===== src/rtl/clefia_dp_ctrl_pkg.sv =====
// Shared types and encodings for the CLEFIA data_processing sequencer.
package clefia_ctrl_pkg;

  typedef enum logic [2:0] {
    ST_IDLE,
    ST_LOAD,
    ST_WK_IN,
    ST_ROUND,
    ST_WK_OUT,
    ST_DONE
  } state_t;

  localparam logic [1:0] MUX1_DATA  = 2'd0;
  localparam logic [1:0] MUX1_WK0   = 2'd1;
  localparam logic [1:0] MUX1_WK1   = 2'd2;
  localparam logic [1:0] MUX1_R11   = 2'd3;

  localparam logic [1:0] MUX3_HOLD  = 2'd0;
  localparam logic [1:0] MUX3_SHIFT = 2'd1;
  localparam logic [1:0] MUX3_ROT   = 2'd2;

  localparam logic [1:0] WK_NONE    = 2'd0;
  localparam logic [1:0] WK_01      = 2'd1;
  localparam logic [1:0] WK_23      = 2'd2;

  localparam logic [4:0] ROUNDS_128 = 5'd18;
  localparam logic [4:0] ROUNDS_192 = 5'd22;
  localparam logic [4:0] ROUNDS_256 = 5'd26;

  function automatic logic [4:0] rounds_of(input logic [1:0] key_len);
    case (key_len)
      2'd0:    return ROUNDS_128;
      2'd1:    return ROUNDS_192;
      default: return ROUNDS_256;
    endcase
  endfunction

  // Decryption walks the round keys from the last round back to the first.
  function automatic logic [5:0] rk_index(input logic [4:0] r, input logic half,
                                          input logic dec, input logic [4:0] rounds);
    logic [4:0] rr;
    rr = dec ? (rounds - 5'd1 - r) : r;
    return {rr, half};
  endfunction

endpackage


===== src/rtl/clefia_dp_ctrl_if.sv =====
// Control bundle between the sequencer (master) and the top-level FSM / datapath (slave).
interface clefia_dp_ctrl_if #(parameter int RK_IDX_W = 6);
  logic                start;
  logic [1:0]          key_len;
  logic                dec;
  logic                rk_valid;
  logic [RK_IDX_W-1:0] rk_idx;
  logic [1:0]          wk_sel;
  logic [1:0]          sel_mux_1;
  logic                sel_mux_2;
  logic [1:0]          sel_mux_3;
  logic [2:0]          sel_mux_4;
  logic                sel_mux_5;
  logic                selecao_f0_f1;
  logic                busy;
  logic                done;
  logic                err;

  modport master (
    input  start, key_len, dec, rk_valid,
    output rk_idx, wk_sel, sel_mux_1, sel_mux_2, sel_mux_3, sel_mux_4, sel_mux_5,
           selecao_f0_f1, busy, done, err
  );

  modport slave (
    output start, key_len, dec, rk_valid,
    input  rk_idx, wk_sel, sel_mux_1, sel_mux_2, sel_mux_3, sel_mux_4, sel_mux_5,
           selecao_f0_f1, busy, done, err
  );
endinterface


===== src/rtl/clefia_dp_ctrl_round_cnt.sv =====
// Phase/round counters with round-key stall; exports next-cycle counts and a registered rk_idx.
module clefia_ctrl_round_cnt
  import clefia_ctrl_pkg::*;
#(
  parameter int F_LAT    = 2,
  parameter int RK_IDX_W = 6
) (
  input  logic                clk,
  input  logic                rst_n,
  input  state_t              i_state,
  input  logic                i_rk_valid,
  input  logic                i_dec,
  input  logic [4:0]          i_rounds,
  output logic [2:0]          o_phase_nxt,
  output logic [4:0]          o_round_nxt,
  output logic                o_last_phase,
  output logic                o_last_round,
  output logic                o_stall,
  output logic [RK_IDX_W-1:0] o_rk_idx
);

  localparam logic [2:0] PH_HALF = 3'(F_LAT + 2);
  localparam logic [2:0] PH_LAST = 3'(2 * (F_LAT + 2) - 1);
  localparam logic [2:0] PH_XOR  = 3'(F_LAT + 1);

  logic [2:0]          r_phase;
  logic [4:0]          r_round;
  logic [RK_IDX_W-1:0] r_rk_idx;
  logic [2:0]          w_term;
  logic [4:0]          w_round_last;
  logic [RK_IDX_W-1:0] w_rk_nxt;

  assign w_round_last = i_rounds - 5'd1;
  assign o_stall      = (i_state == ST_ROUND) && ((r_phase == 3'd0) || (r_phase == PH_HALF))
                        && !i_rk_valid;
  assign o_last_phase = (r_phase == w_term) && !o_stall;
  assign o_last_round = (r_round == w_round_last);
  assign o_rk_idx     = r_rk_idx;

  always_comb begin
    w_term = 3'd0;
    case (i_state)
      ST_LOAD:            w_term = 3'd3;
      ST_WK_IN, ST_WK_OUT: w_term = 3'd1;
      ST_ROUND:           w_term = PH_LAST;
      default:            w_term = 3'd0;
    endcase
  end

  always_comb begin
    o_phase_nxt = r_phase + 3'd1;
    o_round_nxt = r_round;
    if ((i_state == ST_IDLE) || (i_state == ST_DONE)) o_phase_nxt = 3'd0;
    else if (o_stall)                                 o_phase_nxt = r_phase;
    else if (o_last_phase)                            o_phase_nxt = 3'd0;
    if (i_state != ST_ROUND)  o_round_nxt = 5'd0;
    else if (o_last_phase)    o_round_nxt = o_last_round ? 5'd0 : r_round + 5'd1;
  end

  // The key for each F issue is put out one cycle early, so look at the next phase.
  always_comb begin
    w_rk_nxt = '0;
    if ((i_state == ST_WK_IN) && o_last_phase)
      w_rk_nxt = RK_IDX_W'(rk_index(5'd0, 1'b0, i_dec, i_rounds));
    else if ((i_state == ST_ROUND) && !(o_last_phase && o_last_round)) begin
      if ((o_phase_nxt == PH_LAST) && (o_round_nxt != w_round_last))
        w_rk_nxt = RK_IDX_W'(rk_index(o_round_nxt + 5'd1, 1'b0, i_dec, i_rounds));
      else if (o_phase_nxt >= PH_XOR)
        w_rk_nxt = RK_IDX_W'(rk_index(o_round_nxt, 1'b1, i_dec, i_rounds));
      else
        w_rk_nxt = RK_IDX_W'(rk_index(o_round_nxt, 1'b0, i_dec, i_rounds));
    end
  end

  always_ff @(posedge clk or negedge rst_n) begin
    if (!rst_n) begin
      r_phase  <= 3'd0;
      r_round  <= 5'd0;
      r_rk_idx <= '0;
    end else begin
      r_phase  <= o_phase_nxt;
      r_round  <= o_round_nxt;
      r_rk_idx <= w_rk_nxt;
    end
  end

endmodule


===== src/rtl/clefia_dp_ctrl.sv =====
// CLEFIA data_processing sequencer: state FSM with select outputs registered from the next state.
module clefia_dp_ctrl
  import clefia_ctrl_pkg::*;
#(
  parameter int RK_IDX_W = 6,
  parameter int F_LAT    = 2
) (
  input logic               clk,
  input logic               rst_n,
  clefia_dp_ctrl_if.master  io_bus
);

  localparam logic [2:0] PH_HALF = 3'(F_LAT + 2);
  localparam logic [2:0] PH_XOR  = 3'(F_LAT + 1);

  state_t     r_state, w_state_nxt;
  logic [4:0] r_rounds;
  logic       r_dec;
  logic [2:0] w_phase_nxt, w_hp;
  logic [4:0] w_round_nxt;
  logic       w_last_phase, w_last_round, w_stall, w_half;
  logic       w_accept, w_kl_bad;

  logic [1:0] r_wk_sel, w_wk_sel;
  logic [1:0] r_mux_1, w_mux_1;
  logic       r_mux_2, w_mux_2;
  logic [1:0] r_mux_3, w_mux_3;
  logic [2:0] r_mux_4, w_mux_4;
  logic       r_mux_5, w_mux_5;
  logic       r_sel_f, w_sel_f;
  logic       r_busy, w_busy;
  logic       r_done, w_done;
  logic       r_err, w_err;

  assign w_kl_bad = (io_bus.key_len == 2'd3);
  assign w_accept = (r_state == ST_IDLE) && io_bus.start && !w_kl_bad;
  assign w_err    = (r_state == ST_IDLE) && io_bus.start && w_kl_bad;

  clefia_ctrl_round_cnt #(.F_LAT(F_LAT), .RK_IDX_W(RK_IDX_W)) u_cnt (
    .clk          (clk),
    .rst_n        (rst_n),
    .i_state      (r_state),
    .i_rk_valid   (io_bus.rk_valid),
    .i_dec        (r_dec),
    .i_rounds     (r_rounds),
    .o_phase_nxt  (w_phase_nxt),
    .o_round_nxt  (w_round_nxt),
    .o_last_phase (w_last_phase),
    .o_last_round (w_last_round),
    .o_stall      (w_stall),
    .o_rk_idx     (io_bus.rk_idx)
  );

  always_comb begin
    w_state_nxt = r_state;
    case (r_state)
      ST_IDLE:   if (w_accept)                     w_state_nxt = ST_LOAD;
      ST_LOAD:   if (w_last_phase)                 w_state_nxt = ST_WK_IN;
      ST_WK_IN:  if (w_last_phase)                 w_state_nxt = ST_ROUND;
      ST_ROUND:  if (w_last_phase && w_last_round) w_state_nxt = ST_WK_OUT;
      ST_WK_OUT: if (w_last_phase)                 w_state_nxt = ST_DONE;
      ST_DONE:                                     w_state_nxt = ST_IDLE;
      default:                                     w_state_nxt = ST_IDLE;
    endcase
  end

  assign w_half = (w_phase_nxt >= PH_HALF);
  assign w_hp   = w_half ? (w_phase_nxt - PH_HALF) : w_phase_nxt;

  always_comb begin
    w_wk_sel = WK_NONE;
    w_mux_1  = MUX1_DATA;
    w_mux_2  = 1'b0;
    w_mux_3  = MUX3_HOLD;
    w_mux_4  = 3'd0;
    w_mux_5  = 1'b0;
    w_sel_f  = 1'b0;
    w_busy   = 1'b0;
    w_done   = 1'b0;
    case (w_state_nxt)
      ST_LOAD: begin
        w_busy  = 1'b1;
        w_mux_3 = MUX3_SHIFT;
        w_mux_4 = {1'b0, w_phase_nxt[1:0]};
      end
      ST_WK_IN, ST_WK_OUT: begin
        w_busy   = 1'b1;
        w_wk_sel = ((w_state_nxt == ST_WK_IN) ^ r_dec) ? WK_01 : WK_23;
        w_mux_3  = MUX3_SHIFT;
        w_mux_1  = w_phase_nxt[0] ? MUX1_WK1 : MUX1_WK0;
        w_mux_4  = w_phase_nxt[0] ? 3'd3 : 3'd1;
      end
      ST_ROUND: begin
        w_busy  = 1'b1;
        w_sel_f = w_half;
        if (w_hp == 3'd0)
          w_mux_2 = w_stall;
        else if (w_hp == PH_XOR) begin
          w_mux_5 = 1'b1;
          if (w_half)
            w_mux_3 = (w_round_nxt == r_rounds - 5'd1) ? MUX3_HOLD : MUX3_ROT;
        end else
          w_mux_2 = 1'b1;
      end
      ST_DONE: begin
        w_busy = 1'b1;
        w_done = 1'b1;
      end
      default: ;
    endcase
  end

  always_ff @(posedge clk or negedge rst_n) begin
    if (!rst_n) begin
      r_state  <= ST_IDLE;
      r_rounds <= 5'd0;
      r_dec    <= 1'b0;
      r_wk_sel <= WK_NONE;
      r_mux_1  <= MUX1_DATA;
      r_mux_2  <= 1'b0;
      r_mux_3  <= MUX3_HOLD;
      r_mux_4  <= 3'd0;
      r_mux_5  <= 1'b0;
      r_sel_f  <= 1'b0;
      r_busy   <= 1'b0;
      r_done   <= 1'b0;
      r_err    <= 1'b0;
    end else begin
      r_state  <= w_state_nxt;
      if (w_accept) begin
        r_rounds <= rounds_of(io_bus.key_len);
        r_dec    <= io_bus.dec;
      end
      r_wk_sel <= w_wk_sel;
      r_mux_1  <= w_mux_1;
      r_mux_2  <= w_mux_2;
      r_mux_3  <= w_mux_3;
      r_mux_4  <= w_mux_4;
      r_mux_5  <= w_mux_5;
      r_sel_f  <= w_sel_f;
      r_busy   <= w_busy;
      r_done   <= w_done;
      r_err    <= w_err;
    end
  end

  assign io_bus.wk_sel        = r_wk_sel;
  assign io_bus.sel_mux_1     = r_mux_1;
  assign io_bus.sel_mux_2     = r_mux_2;
  assign io_bus.sel_mux_3     = r_mux_3;
  assign io_bus.sel_mux_4     = r_mux_4;
  assign io_bus.sel_mux_5     = r_mux_5;
  assign io_bus.selecao_f0_f1 = r_sel_f;
  assign io_bus.busy          = r_busy;
  assign io_bus.done          = r_done;
  assign io_bus.err           = r_err;

endmodule


===== src/flat_wrapper.sv =====
// flat-port wrapper written by rule: the top's interface ports become plain ports
module clefia_dp_ctrl_flat import clefia_ctrl_pkg::*;
#(
  parameter int RK_IDX_W = 6,
  parameter int F_LAT    = 2
)
  (clk, rst_n, io_bus_start, io_bus_key_len, io_bus_dec, io_bus_rk_valid, io_bus_rk_idx, io_bus_wk_sel, io_bus_sel_mux_1, io_bus_sel_mux_2, io_bus_sel_mux_3, io_bus_sel_mux_4, io_bus_sel_mux_5, io_bus_selecao_f0_f1, io_bus_busy, io_bus_done, io_bus_err);
  clefia_dp_ctrl_if #(.RK_IDX_W(RK_IDX_W)) io_bus_i ();
  input logic clk;
  input logic rst_n;
  input wire logic [$bits(io_bus_i.start)-1:0] io_bus_start;
  input wire logic [$bits(io_bus_i.key_len)-1:0] io_bus_key_len;
  input wire logic [$bits(io_bus_i.dec)-1:0] io_bus_dec;
  input wire logic [$bits(io_bus_i.rk_valid)-1:0] io_bus_rk_valid;
  output wire logic [$bits(io_bus_i.rk_idx)-1:0] io_bus_rk_idx;
  output wire logic [$bits(io_bus_i.wk_sel)-1:0] io_bus_wk_sel;
  output wire logic [$bits(io_bus_i.sel_mux_1)-1:0] io_bus_sel_mux_1;
  output wire logic [$bits(io_bus_i.sel_mux_2)-1:0] io_bus_sel_mux_2;
  output wire logic [$bits(io_bus_i.sel_mux_3)-1:0] io_bus_sel_mux_3;
  output wire logic [$bits(io_bus_i.sel_mux_4)-1:0] io_bus_sel_mux_4;
  output wire logic [$bits(io_bus_i.sel_mux_5)-1:0] io_bus_sel_mux_5;
  output wire logic [$bits(io_bus_i.selecao_f0_f1)-1:0] io_bus_selecao_f0_f1;
  output wire logic [$bits(io_bus_i.busy)-1:0] io_bus_busy;
  output wire logic [$bits(io_bus_i.done)-1:0] io_bus_done;
  output wire logic [$bits(io_bus_i.err)-1:0] io_bus_err;
  assign io_bus_i.start = io_bus_start;
  assign io_bus_i.key_len = io_bus_key_len;
  assign io_bus_i.dec = io_bus_dec;
  assign io_bus_i.rk_valid = io_bus_rk_valid;
  assign io_bus_rk_idx = io_bus_i.rk_idx;
  assign io_bus_wk_sel = io_bus_i.wk_sel;
  assign io_bus_sel_mux_1 = io_bus_i.sel_mux_1;
  assign io_bus_sel_mux_2 = io_bus_i.sel_mux_2;
  assign io_bus_sel_mux_3 = io_bus_i.sel_mux_3;
  assign io_bus_sel_mux_4 = io_bus_i.sel_mux_4;
  assign io_bus_sel_mux_5 = io_bus_i.sel_mux_5;
  assign io_bus_selecao_f0_f1 = io_bus_i.selecao_f0_f1;
  assign io_bus_busy = io_bus_i.busy;
  assign io_bus_done = io_bus_i.done;
  assign io_bus_err = io_bus_i.err;
  clefia_dp_ctrl #(.RK_IDX_W(RK_IDX_W), .F_LAT(F_LAT)) u_core (.clk(clk), .rst_n(rst_n), .io_bus(io_bus_i));
endmodule

===== config.mk =====
export PLATFORM = sky130hd
export DESIGN_NAME = clefia_dp_ctrl_flat
export DESIGN_NICKNAME = d
export VERILOG_FILES = /design/src/rtl/clefia_dp_ctrl_pkg.sv /design/src/rtl/clefia_dp_ctrl_if.sv /design/src/rtl/clefia_dp_ctrl_round_cnt.sv /design/src/rtl/clefia_dp_ctrl.sv /design/src/flat_wrapper.sv
export SDC_FILE = /design/constraint.sdc
export NUM_CORES = 1
export LEC_CHECK = 0
export ABC_CLOCK_PERIOD_IN_PS = 3900
export CELL_PAD_IN_SITES_DETAIL_PLACEMENT = 1
export CELL_PAD_IN_SITES_GLOBAL_PLACEMENT = 2
export CORE_UTILIZATION = 35
export DETAILED_ROUTE_END_ITERATION = 8
export DONT_BUFFER_PORTS = 1
export HOLD_SLACK_MARGIN = 0.03
export PLACE_DENSITY = 0.74
export SLEW_MARGIN = 20
export SYNTH_ARGS = -nofsm -noshare
export SYNTH_HDL_FRONTEND = slang
export SYNTH_SLANG_ARGS = --single-unit

===== constraint.sdc =====
create_clock -name clk -period 3.9 [get_ports clk]
set_input_delay 0.39 -clock clk [delete_from_list [all_inputs] [get_ports clk]]
set_output_delay 0.39 -clock clk [all_outputs]
set_load 0.02 [all_outputs]

== Yosys cells after proc, flatten, opt, wreduce, memory -nomap -nowiden ==
Cells that the tools add are included.

* Add/subtract/negate cells: 7
* Multiply operators: 0
* Divide/modulo/power cells: 0
* Order comparisons: 2
* Eq/ne operators: 20
* Shift operators: 0
* Muxes and demuxes: 42
* Bitwise operators: 1
* Reductions and logical operators: 24

{| class="wikitable"
|+ Operators by type and width
! kind !! count
|-
| 5-bit two-way mux || 6
|-
| 3-bit two-way mux || 9
|-
| 3-bit == test, second input constant || 6
|-
| 2-bit two-way mux || 9
|-
| 6-bit two-way mux || 3
|-
| 3-bit by 2-bit == test with 1-bit output, second input constant || 5
|-
| 3-bit case mux with 5 select lines || 1
|-
| 5-bit by 1-bit adder with 5-bit output, second input constant || 2
|-
| 5-bit == test || 2
|-
| 1-bit logical AND || 10
|-
| 1-bit two-way mux || 10
|-
| 5-bit subtractor || 2
|-
| 3-bit zero test || 3
|-
| 3-bit case mux with 3 select lines || 1
|-
| 4-bit case mux with 2 select lines || 1
|-
| 3-bit by 1-bit == test with 1-bit output, second input constant || 2
|-
| 3-bit case mux with 2 select lines || 1
|-
| 5-bit inequality test || 1
|-
| 5-bit OR reduction || 1
|-
| 5-bit by 1-bit subtractor with 5-bit output, second input constant || 1
|-
| 1-bit zero test || 4
|-
| 2-bit case mux with 2 select lines || 1
|-
| 2-bit OR reduction || 2
|-
| 3-bit by 1-bit adder with 3-bit output, second input constant || 1
|-
| 11 further kinds || 12
|}

* Flip-flop bits (word level): 38
* Latch bits: 0
* RAM bits: 0
* Bits in read-only memories: 0
* Input port bits: 7
* Output and inout bits: 21
* Logic and storage cells: 112
* Memories kept: 0

== Depth between registers and ports, before layout ==
* Word-level depth: 15
* Mapped depth: 20
* Depth with buffers taken out: 19

== Cells and area by module ==
Synthesis repeated with hierarchy kept, for this count alone.

* Cell total of the unflattened synthesis: 312
* Area, all modules: 2840.2 um^2

{| class="wikitable"
|+ By module, submodules not included
! module !! times used !! cells an instance !! area an instance (um^2)
|-
| clefia_ctrl_round_cnt || 1 || 211 || 1800.5
|-
| clefia_dp_ctrl || 1 || 101 || 1039.7
|}

== Least setup slack after synthesis ==
OpenSTA, ideal clock, no wires.

* Path type: register -> register
* Start: reg u_core.u_cnt.r_phase[0]
* End: reg u_core.u_cnt.r_rk_idx[5], in the netlist u_core.u_cnt.o_rk_idx[5]
* Data arrival time: 3.692 ns
* Required time: 3.773 ns
* Path slack: 0.081 ns
* Stages on the path, launching flop included: 21
* Buffers on the path: 1
* Period minus slack after synthesis: 3.819 ns
* Cell sequence: dfrtp_1 > buf_2 > inv_1 > ha_1 > nor2b_1 > a2111o_1 > and2_4 > a21oi_2 > and3_1 > a21oi_1 > nor2_1 > ha_1 > xnor2_1 > ha_1 > a21o_1 > a21oi_1 > xor2_1 > nand2_1 > xor2_1 > a21oi_1 > nand3b_1

* Word-level cells in the longest chain between the ends: 14
* Elaborated cells on any way between the ends: 29
* Classes of those cells: add/sub: 4; eq/ne: 4; mux: 10; reduce/logical: 11

{| class="wikitable"
|+ RTL lines
! element !! line !! source
|-
| start: declaration || clefia_dp_ctrl_round_cnt.sv:26 || <nowiki>logic [2:0] r_phase;</nowiki>
|-
| start signal: assignment || clefia_dp_ctrl_round_cnt.sv:81 || <nowiki>r_phase <= o_phase_nxt;</nowiki>
|-
| 3-bit == test / 3-bit zero test (equally long branches) || clefia_dp_ctrl_round_cnt.sv:34 || <nowiki>assign o_stall = (i_state == ST_ROUND) && ((r_phase == 3'd0) || (r_phase == PH_HALF))</nowiki>
|-
| 1-bit logical OR || clefia_dp_ctrl_round_cnt.sv:34 ||
|-
| 1-bit logical AND || clefia_dp_ctrl_round_cnt.sv:34 ||
|-
| 1-bit logical AND || clefia_dp_ctrl_round_cnt.sv:35 || <nowiki>&& !i_rk_valid;</nowiki>
|-
| 1-bit zero test || clefia_dp_ctrl_round_cnt.sv:36 || <nowiki>assign o_last_phase = (r_phase == w_term) && !o_stall;</nowiki>
|-
| 1-bit logical AND * || clefia_dp_ctrl_round_cnt.sv:36 ||
|-
| 5-bit two-way mux * || clefia_dp_ctrl_round_cnt.sv:57 || <nowiki>else if (o_last_phase) o_round_nxt = o_last_round ? 5'd0 : r_round + 5'd1;</nowiki>
|-
| 5-bit two-way mux * || clefia_dp_ctrl_round_cnt.sv:56 || <nowiki>if (i_state != ST_ROUND) o_round_nxt = 5'd0;</nowiki>
|-
| named net u_core.u_cnt.o_round_nxt[1] || clefia_dp_ctrl_round_cnt.sv:15 || <nowiki>output logic [4:0] o_round_nxt,</nowiki>
|-
| 5-bit by 1-bit adder with 5-bit output || clefia_dp_ctrl_round_cnt.sv:67 || <nowiki>w_rk_nxt = RK_IDX_W'(rk_index(o_round_nxt + 5'd1, 1'b0, i_dec, i_rounds));</nowiki>
|-
| 5-bit subtractor || clefia_dp_ctrl_pkg.sv:42 || <nowiki>rr = dec ? (rounds - 5'd1 - r) : r;</nowiki>
|-
| 5-bit two-way mux || clefia_dp_ctrl_pkg.sv:42 ||
|-
| 6-bit two-way mux * || clefia_dp_ctrl_round_cnt.sv:66 || <nowiki>if ((o_phase_nxt == PH_LAST) && (o_round_nxt != w_round_last))</nowiki>
|-
| 6-bit two-way mux * || clefia_dp_ctrl_round_cnt.sv:65 || <nowiki>else if ((i_state == ST_ROUND) && !(o_last_phase && o_last_round)) begin</nowiki>
|-
| 6-bit two-way mux * || clefia_dp_ctrl_round_cnt.sv:63 || <nowiki>if ((i_state == ST_WK_IN) && o_last_phase)</nowiki>
|-
| named net u_core.u_cnt.w_rk_nxt[5] || clefia_dp_ctrl_round_cnt.sv:31 || <nowiki>logic [RK_IDX_W-1:0] w_rk_nxt;</nowiki>
|-
| end signal: assignment || clefia_dp_ctrl_round_cnt.sv:83 || <nowiki>r_rk_idx <= w_rk_nxt;</nowiki>
|-
| end: declaration || clefia_dp_ctrl_round_cnt.sv:28 || <nowiki>logic [RK_IDX_W-1:0] r_rk_idx;</nowiki>
|}

Mark *: on every way through the listed nets, which the timed path passes. The rest lies on a longest branch.
A chain may end at the register's enable or synchronous reset.

== Worst setup path after layout ==
* Start: reg u_core.r_rounds[1]
* End: reg u_core.u_cnt.r_rk_idx[3], in the netlist u_core.u_cnt.o_rk_idx[3]

* Word-level cells in the longest chain between the ends: 11
* Elaborated cells on any way between the ends: 19
* Classes of those cells: add/sub: 4; eq/ne: 2; mux: 9; reduce/logical: 4

{| class="wikitable"
|+ RTL lines
! element !! line !! source
|-
| start: declaration || clefia_dp_ctrl.sv:17 || <nowiki>logic [4:0] r_rounds;</nowiki>
|-
| start signal: assignment || clefia_dp_ctrl.sv:131 || <nowiki>r_rounds <= rounds_of(io_bus.key_len);</nowiki>
|-
| 5-bit by 1-bit subtractor with 5-bit output * || clefia_dp_ctrl_round_cnt.sv:33 || <nowiki>assign w_round_last = i_rounds - 5'd1;</nowiki>
|-
| 5-bit == test * || clefia_dp_ctrl_round_cnt.sv:37 || <nowiki>assign o_last_round = (r_round == w_round_last);</nowiki>
|-
| 5-bit two-way mux * (2 in a row) || clefia_dp_ctrl_round_cnt.sv:57 ||
|-
| 5-bit two-way mux * || clefia_dp_ctrl_round_cnt.sv:56 ||
|-
| named net u_core.u_cnt.o_round_nxt[2] || clefia_dp_ctrl_round_cnt.sv:15 ||
|-
| 5-bit by 1-bit adder with 5-bit output || clefia_dp_ctrl_round_cnt.sv:67 ||
|-
| 5-bit subtractor || clefia_dp_ctrl_pkg.sv:42 ||
|-
| 5-bit two-way mux || clefia_dp_ctrl_pkg.sv:42 ||
|-
| 6-bit two-way mux * || clefia_dp_ctrl_round_cnt.sv:66 ||
|-
| 6-bit two-way mux * || clefia_dp_ctrl_round_cnt.sv:65 ||
|-
| 6-bit two-way mux * || clefia_dp_ctrl_round_cnt.sv:63 ||
|-
| named net u_core.u_cnt.w_rk_nxt[3] || clefia_dp_ctrl_round_cnt.sv:31 ||
|}

Marked as above.

==> results.toml <==
[outcome]
run_status = "finished, final reports clean"

[clock_network]
cts-root-buf = "clkbuf_8"
cts.path.max_buffers = 2
numCtsBuffers = 5
clock_latency_ns = 0.29
htree_levels = 2
cts_tree = "yes"
clk_pin_slew_worst_paths_ns = 0.07
cts_num_sinks = 35

[drt]
ant_nets = 0
vias = 1952
drt-met1-wl_microns = 3170
highest_layer = "met4"
wl_met2_microns = 2950
drc = 0
drt-initial-drc-count = 67
detail_route.first_pass.iterations = 4
dr_wl_met3_microns = 310
wirelength_microns = 6500
post_drt_via_cell_ratio = 5.48
wire_per_inst_microns = 18.2

[cells_and_area]
final_cell_area_sq_mm = 0.00277
n_antenna_cell = 0
drive_gt1_frac = 0.183
area_delta_synth_final_pct = 14.7
final_nets = 299

[setup_path]
start_kind = "flip-flop"
worstSetupPathType = "reg2reg"
reg2reg_from = "u_core.r_rounds[1]"
worst-path-max-fanout = 9
ff2ff_path_depth = 15
reg2reg_slack_ns = 0.17
r2r-end = "u_core.u_cnt.o_rk_idx[3]"
arrival_ns = 3.87
crit_path_end_kind = "flip-flop"
critPathRequiredTime_ns = 4.03

[place]
dpl_cell_area_sq_mm = 0.00257
dpl.hpwl_microns = 4880
portBuffers = 0
gp_congestion = 0.825

[yosys]
ys_ff_latch = 35
syn_inst = 262
synth_warnings = 0
yosys.area.top_type = "dfrtp_1"
synthTopCellsByArea = "dfrtp_1, ha_1, xor2_1"
ys_types = 56
synth_nets = 283
ys.flop_type = "dfrtp_1"
synth_top_area_frac = 0.363
avgSynthCellArea_sq_um = 9.22
syn_area_sq_mm = 0.00241
synthArstFlopShare = 1.00
synth-edff-count = 0
seq_area_frac_synth = 0.363

[floorplan]
num_rows = 29
io_pins = 28
die_area_sq_mm = 0.00724
core-area_sq_mm = 0.00649
start_util = 0.372
die_w_microns = 85.1
fp.dieH_microns = 85.1

[sta]
max_freq_mhz = 268
post-route-period-util = 0.958
report.final.slew_viol_count = 0
period_needed_ns = 3.73
fin_worst_skew_ns = 0.00847
finalSetupViolCount = 0
final-hold-violation-count = 0
slew_headroom = 0.561
tightest_slew_ns = 0.652

[power_and_ir_drop]
total_power_uw = 2190
power_density_mw_per_mm2 = 792
ir_drop_mv = 0.342
power.leakage_uw = 0.00125

[global_route]
grtUsageTotal = 0.187
antenna_found_initial = 0
overflow = 0
grt_first_pass_wirelength_microns = 10500
grt_pass1_vias = 1976
grt_max_degree = 36

[worst_hold_path]
hold_end = "u_core.io_bus.err"
hold_path_class = "in2reg"
holdPathStages = 2
hp-start = "io_bus_key_len[0]"

[run]
max_cap_viol_count = 0
-- worst max-delay path, stage by stage (launching register included) --
cell and delay [ns]:
dfrtp_2 0.45, inv_1 0.20, ha_4 0.19, xnor3_1 0.29
and4_4 0.21, and2_2 0.25, nor4b_2 0.29, a32o_2 0.23
inv_1 0.09, ha_1 0.36, nand3_1 0.16, o31a_4 0.36
buf_12 0.16, mux2i_1 0.12, nand3_1 0.09, o221ai_1 0.14
-- placed cells by master, fill, tap and decap left out, types with 6 or more instances in the layout --
cell      synthesis  final
a21oi_1          18     17
buf_4             3     17
dfrtp_1          35     34
ha_1             14     12
inv_1            14     14
nand2_1          26     26
nand2b_1          6      6
nand3_1          16     16
nor2_1           21     20
o21ai_0          10     10
xnor2_1           9      8
xor2_1           12     12
-- metrics by stage --
stage / TNS, ns / instances / worst slack, ns / utilization / hold WS [ns]
3_3_place_gp: 0 / 344 / 0.174 / 0.396 / 0.0953
4_1_cts: 0 / 354 / 0.0717 / 0.418 / 0.231
3_5_place_dp: 0 / 344 / 0.0179 / 0.396 / 0.0955
5_1_grt: -0.0475 / 356 / -0.0475 / 0.427 / 0.231
2_1_floorplan: 0 / 262 / 0.0809 / - / 0.0944
6_report: 0 / 356 / 0.166 / 0.427 / 0.235
-- logic make-up after synthesis --
group           count (synthesis)  share of synthesized area
fa+ha+maj                      14                     0.0725
compound gates                 60                      0.184
mux                             5                     0.0212
simple gates                  100                      0.220
flops                          35                      0.363
other cells                     1                    0.00155
xor+xnor                       22                     0.0855
buf+inv                        25                     0.0518
-- metal layers --
metal / global-route usage / up-vias
li1: - / 951
met1: 0.278 / 950
met2: 0.281 / 45
met3: 0.0350 / 6
met4: 0.0416 / 0
met5: 0 / -
-- synth_stat cells, drive strengths merged (2+ instances only) --
cell and count:
o21bai 2, nor4b 2, dfrtp 35, and3 4, ha 14, a211oi 3
o221ai 4, and2 5, xor2 12, buf 8, clkbuf 3, nand2 26
nor3 3, and3b 2, nand2b 6, mux2i 4, o211ai 3, xnor2 9
nand3b 4, nand3 16, or2 2, o21ai 14, inv 14, nor2b 5
a21o 5, nor2 21, a21oi 19
-- worst max-delay path by stage --
stage                            start  depth (start not counted)                  endpoint  slack [ns]
4_1_cts             u_core.r_rounds[1]                         18  u_core.u_cnt.o_rk_idx[5]        0.07
5_1_grt             u_core.r_rounds[1]                         16  u_core.u_cnt.o_rk_idx[5]       -0.05
2_1_floorplan  u_core.u_cnt.r_phase[0]                         20  u_core.u_cnt.o_rk_idx[5]        0.08
3_5_place_dp        u_core.r_rounds[1]                         16  u_core.u_cnt.o_rk_idx[5]        0.02
6_report            u_core.r_rounds[1]                         15  u_core.u_cnt.o_rk_idx[3]        0.17
3_3_place_gp        u_core.r_rounds[1]                         15  u_core.u_cnt.o_rk_idx[3]        0.17
-- registers in the layout, summed over array words and instances (netlist names), 3 cells and up --
| register | flops |
|---|---|
| u_core.u_cnt.o_rk_idx | 6 |
| u_core.r_rounds | 3 |
| u_core.u_cnt.r_round | 5 |
| u_core.u_cnt.r_phase | 3 |
| u_core.r_state | 3 |
-- area by class of cell --
class | instances | area [sq um]
Inverter | 14 | 52.6
Multi-Input combinational cell | 202 | 1450
Fill cell | 734 | 3720
Timing Repair Buffer | 20 | 178
Sequential cell | 35 | 877
Clock buffer | 5 | 68.8
Clock inverter | 3 | 43.8
Tap cell | 77 | 96.3
-- power by group --
group          switching (uW)  internal (uW)
Sequential                180            476
Clock                     134            190
Combinational             692            521
-- what timing repair did --
action | CTS | global route
hold buffers | 2 | 0
pin swaps | 0 | 5
hold endpoints to repair | 35 | 0
setup endpoints to repair | 1 | 2
gates resized for setup | 1 | 7
setup buffers | 0 | 2
(Power assumes the default switching activity.)
